<file path="src/rtl/rotate_pkg.sv">
// rtl/rotate_pkg.sv - shared types for the rotate arbiter
package rotate_pkg;

  typedef enum logic {
    IDLE = 1'b0,
    HOLD = 1'b1
  } state_e;

endpackage

</file>
<file path="src/rtl/multi_barrel_shifter_reverser.sv">
// rtl/multi_barrel_shifter_reverser.sv - combinational rotator, lr=1 left / lr=0 right
// Left rotation is a right rotation framed by two bit reversals.
module multi_barrel_shifter_reverser #(
  parameter int N = 3,
  localparam int W = 1 << N
) (
  input  logic [W-1:0] a,
  input  logic [N-1:0] amt,
  input  logic         lr,
  output logic [W-1:0] y
);

  logic [W-1:0] a_in;
  logic [W-1:0] stage;

  always_comb begin
    a_in  = '0;
    stage = '0;
    y     = '0;
    for (int i = 0; i < W; i++) begin
      a_in[i] = lr ? a[W-1-i] : a[i];
    end
    stage = a_in;
    for (int s = 0; s < N; s++) begin
      if (amt[s]) begin
        stage = (stage >> (1 << s)) | (stage << (W - (1 << s)));
      end
    end
    for (int i = 0; i < W; i++) begin
      y[i] = lr ? stage[W-1-i] : stage[i];
    end
  end

endmodule

</file>
<file path="src/rtl/rotate_arbiter.sv">
// rtl/rotate_arbiter.sv - two-requester round-robin front end to one shared rotator
// One registered result slot; a new request may be accepted in the cycle the held one drains.
module rotate_arbiter
  import rotate_pkg::*;
#(
  parameter int N = 3,
  localparam int W = 1 << N
) (
  input  logic         clk,
  input  logic         reset,
  input  logic         req0_valid,
  output logic         req0_ready,
  input  logic [W-1:0] req0_data,
  input  logic [N-1:0] req0_amt,
  input  logic         req0_lr,
  input  logic         req1_valid,
  output logic         req1_ready,
  input  logic [W-1:0] req1_data,
  input  logic [N-1:0] req1_amt,
  input  logic         req1_lr,
  output logic         rsp_valid,
  input  logic         rsp_ready,
  output logic [W-1:0] rsp_data,
  output logic         rsp_id
);

  state_e       state_q, state_d;
  logic         ptr_q, ptr_d;
  logic [W-1:0] data_q, data_d;
  logic         id_q, id_d;

  logic         grant;
  logic         can_accept;
  logic         xfer;
  logic [W-1:0] sel_data;
  logic [N-1:0] sel_amt;
  logic         sel_lr;
  logic [W-1:0] rot_y;

  // ptr_q names the requester that wins the next contention.
  always_comb begin
    grant      = (req0_valid && req1_valid) ? ptr_q : (req1_valid && !req0_valid);
    can_accept = !reset && ((state_q == IDLE) || rsp_ready);
    req0_ready = can_accept && !grant;
    req1_ready = can_accept && grant;
    sel_data   = grant ? req1_data : req0_data;
    sel_amt    = grant ? req1_amt  : req0_amt;
    sel_lr     = grant ? req1_lr   : req0_lr;
  end

  multi_barrel_shifter_reverser #(.N(N)) u_rot (
    .a   (sel_data),
    .amt (sel_amt),
    .lr  (sel_lr),
    .y   (rot_y)
  );

  always_comb begin
    xfer    = (req0_valid && req0_ready) || (req1_valid && req1_ready);
    state_d = state_q;
    ptr_d   = ptr_q;
    data_d  = data_q;
    id_d    = id_q;
    if (xfer) begin
      state_d = HOLD;
      data_d  = rot_y;
      id_d    = grant;
      ptr_d   = !grant;
    end else if ((state_q == HOLD) && rsp_ready) begin
      state_d = IDLE;
    end
  end

  always_ff @(posedge clk) begin
    if (reset) begin
      state_q <= IDLE;
      ptr_q   <= 1'b0;
      data_q  <= '0;
      id_q    <= 1'b0;
    end else begin
      state_q <= state_d;
      ptr_q   <= ptr_d;
      data_q  <= data_d;
      id_q    <= id_d;
    end
  end

  assign rsp_valid = (state_q == HOLD);
  assign rsp_data  = data_q;
  assign rsp_id    = id_q;

endmodule

</file>
<file path="config.mk">
export PLATFORM = sky130hd
export DESIGN_NAME = rotate_arbiter
export DESIGN_NICKNAME = d
export VERILOG_FILES = /design/src/rtl/rotate_pkg.sv /design/src/rtl/multi_barrel_shifter_reverser.sv /design/src/rtl/rotate_arbiter.sv
export SDC_FILE = /design/constraint.sdc
export NUM_CORES = 1
export LEC_CHECK = 0
export BUFFER_PORTS_ARGS = -buffer_cell sky130_fd_sc_hd__clkbuf_2
export CAP_MARGIN = 20
export CORE_ASPECT_RATIO = 1.1
export CORE_MARGIN = 2
export CORE_UTILIZATION = 45
export CTS_CLUSTER_DIAMETER = 60
export DETAILED_ROUTE_END_ITERATION = 16
export PLACE_DENSITY = 0.86
export SYNTH_ARGS = -nofsm -noshare
export SYNTH_HDL_FRONTEND = slang
export SYNTH_HIERARCHICAL = 1
export SYNTH_SLANG_ARGS = --single-unit
</file>
<file path="constraint.sdc">
create_clock -name clk -period 2.7 [get_ports clk]
set_input_delay 0.54 -clock clk [delete_from_list [all_inputs] [get_ports clk]]
set_output_delay 0.54 -clock clk [all_outputs]
set_load 0.01 [all_outputs]
</file>
==> results.md <==
- Status: complete, no violations
- Routed wire length: 2.602 mm
- Vias: 1069
- Largest net degree at the start of global routing: 18
- Combinational power share: 52.5%
- # setup viols final: 0
- Setup WS pre-CTS: -0.1734 ns
- Post-route total power: 0.6484 mW
- GRT overflow: 0
- DRC: 0
- Class of the most critical setup path: input port to register
- # rows: 19
- Syn. warnings: 6
- Syn Area/Cell: 11.37 µm²
- Post-cts sizing count: 0
- CP endpoint kind: register
- Sw frac: 33.61%
- Placed insts: 176
- Proportion of synthesized area in mux cells: 53.04%
- Max VDD drop: 0.0002671 V
- Pint: 0.4304 mW
- Commonest non-fill, non-tap cell in the layout: clkbuf_2
- Starting density of the core: 47.37%
- Slew @ Worst Pin: 0.5665 ns
- Switching power: 0.2179 mW
- Fin crit period: 2.592 ns
- Die X: 53.11 µm
- CTS Buf Count: 3
- Layout net count: 179
- Post-route ant nets: 0
- Worst setup SP type: input port
- Final HPWL from detailed placement: 2.133 mm
- Clk_lat worst skew: 0.27 ns
- Drt pass-1 iters: 4
- CP max FO: 12
- Arrival time worst endpoint: 2.75 ns
- Clk buf depth: 2
- Hold Crit Class: register to register
- Synth Area in XOR/XNOR: 0.7338%
- Largest family of logic cells by synthesized area: multiplexers
- Number of H-tree levels: 1
- Post-Route Utilization: 60.13%
- Die area: 0.003081 mm²
- Clk pwr share: 17.3%
- Routability cong.: 0.8292
- Vias per inst: 5.939
- Post-Layout Cell Count: 180
- Slew HR: 62.09%
- Num Clock Sinks: 11
- TritonCTS clock tree: done
- Post-Synthesis Cell Area: 0.001194 mm²
- Clk_skew: 0.003792 ns
- Register area: 220.2 µm²
- Share of cells above drive strength 1: 58.39%
- Simple-Gate Fraction of Synth Area: 10.90%
- CP required: 2.86 ns
- CORE AREA: 0.002520 mm²
- Library cells used by synthesis: 27
- Hold slack: 0.4785 ns
- IO Port Bufs: 40
- Yosys reg bits: 11
- Max-Cap Viols: 0
- Antenna cells: 0
- Adder-cell share of the synthesized area: 0%
- Post-synthesis compound-gate area fraction: 11.95%
- Multi-input logic area: 922.1 µm²
- GR Util All Layers: 19.11%
- Vias in the first global route: 1084
- Syn Nets: 134
- # Post-CTS Setup Buffers: 0
- Fin crit share: 96.02%
- Hold_buf cts: 0
- Clock root cell: clkbuf_4
- Power Density: 427.9 mW/mm²
- Fin. Hold Viols: 0
- Fillers: 225
- Die outline height: 58.02 µm
- First-pass GRT wire length: 4.478 mm
- Static Leak: 0.6849 nW
- Final worst setup slack: 0.1076 ns
- Max Freq: 385.7 MHz
- Most frequent cells in the layout: 40 x clkbuf_2, 18 x mux4_2, 11 x dfxtp_1
- Iter 0 DRT Violations: 12
- Reg clk slew, reported paths: 0.06 ns
- Seq pwr share: 30.2%
- Seq/Total Area, Yosys: 18.45%
- Initial antenna violation count: 0
- Area Overhead vs Synth: 26.94%
- WL per Instance: 14.46 µm
- Io pins: 41
- RSZ-0062 raised after global routing: false
- Pins Over Slew Limit: 0
- Post-Synthesis Cells: 105
==> synth_stat cells <==
cell	number	area, µm²
inv_2	1	3.750
o21ai_4	1	16.27
clkbuf_1	4	15.01
o211ai_1	9	67.56
mux2_1	1	11.26
a21oi_1	5	25.02
inv_1	1	3.750
a211oi_1	2	15.01
mux2_4	8	120.1
xnor2_1	1	8.760
mux4_2	18	405.4
nor2_1	1	3.750
nor2b_1	3	18.77
nand2_1	9	33.78
buf_6	1	11.26
nand4_1	8	50.05
dfxtp_1	11	220.2
mux2i_1	4	40.04
a311oi_1	1	8.760
mux2_2	5	56.30
buf_2	5	25.02
nand2b_1	1	6.260
and3_1	1	6.260
o21ai_1	1	5.000
o21ai_0	1	5.000
nor3_1	1	5.000
or2_1	1	6.260
==> logic make-up (layout without fill, tap and decap cells) <==
logic type | Yosys count | in the layout
muxes | 36 | 36
DFF | 11 | 11
AOI/OAI and AO/OA | 20 | 20
xor gates and xnor gates | 1 | 1
buffers and inverters | 12 | 56
and+or+nand+nor | 25 | 25
==> final timing paths <==
kind	from	slack [ns]	cells past startpoint	end
worst max-delay path	req0_valid	0.11	12	rsp_data[4]
worst min-delay path	rsp_id	0.48	2	rsp_id
worst max register to register	ptr_q	0.14	10	rsp_data[4]
worst min register to register	rsp_id	0.48	2	rsp_id
==> per-layer routing <==
layer / GRT usage (%) / vias up / routed length, µm
met5: 0 / - / 0
met4: 8.059 / 0 / 38
li1: - / 518 / -
met1: 23.10 / 510 / 1038
met2: 34.82 / 38 / 1406
met3: 0.7732 / 3 / 120
==> area by class of cell <==
class,instances,area share (%)
clock buffers,4,1.734
inverters,2,0.4955
repair buffers,50,19.82
multi-input cells,82,60.86
flip-flops and latches,11,14.53
well taps,31,2.560
==> registers in the layout, summed over array words and instances (netlist names) <==
name	count
rsp_data	8
rsp_id	1
ptr_q	1
rsp_valid	1
==> power groups by stage <==
stage	Clock (mW)	Combinational, mW	Sequential (mW)
after floorplan	0	0.234	0.208
after detailed placement	0	0.340	0.200
after global routing	0.122	0.369	0.199
after global placement	0	0.326	0.199
final	0.112	0.340	0.196
after CTS	0.116	0.341	0.196
==> critical path, cell delays in order <==
cell	delay [ns]
clkbuf_2	0.11
inv_2	0.06
o21ai_4	0.18
buf_12	0.14
mux2_4	0.31
buf_4	0.20
mux4_2	0.43
mux2_2	0.30
mux2i_1	0.22
a21oi_1	0.11
nand4_1	0.08
nand2_1	0.07
==> through the flow <==
| stage | TNS (ns) | instance area [µm²] |
|---|---|---|
| 2_1_floorplan | 0 | 1201 |
| 3_3_place_gp | -0.5274 | 1489 |
| 3_5_place_dp | -1.084 | 1489 |
| 4_1_cts | 0 | 1515 |
| 5_1_grt | 0 | 1515 |
| 6_report | 0 | 1515 |
(Power assumes the default switching activity.)
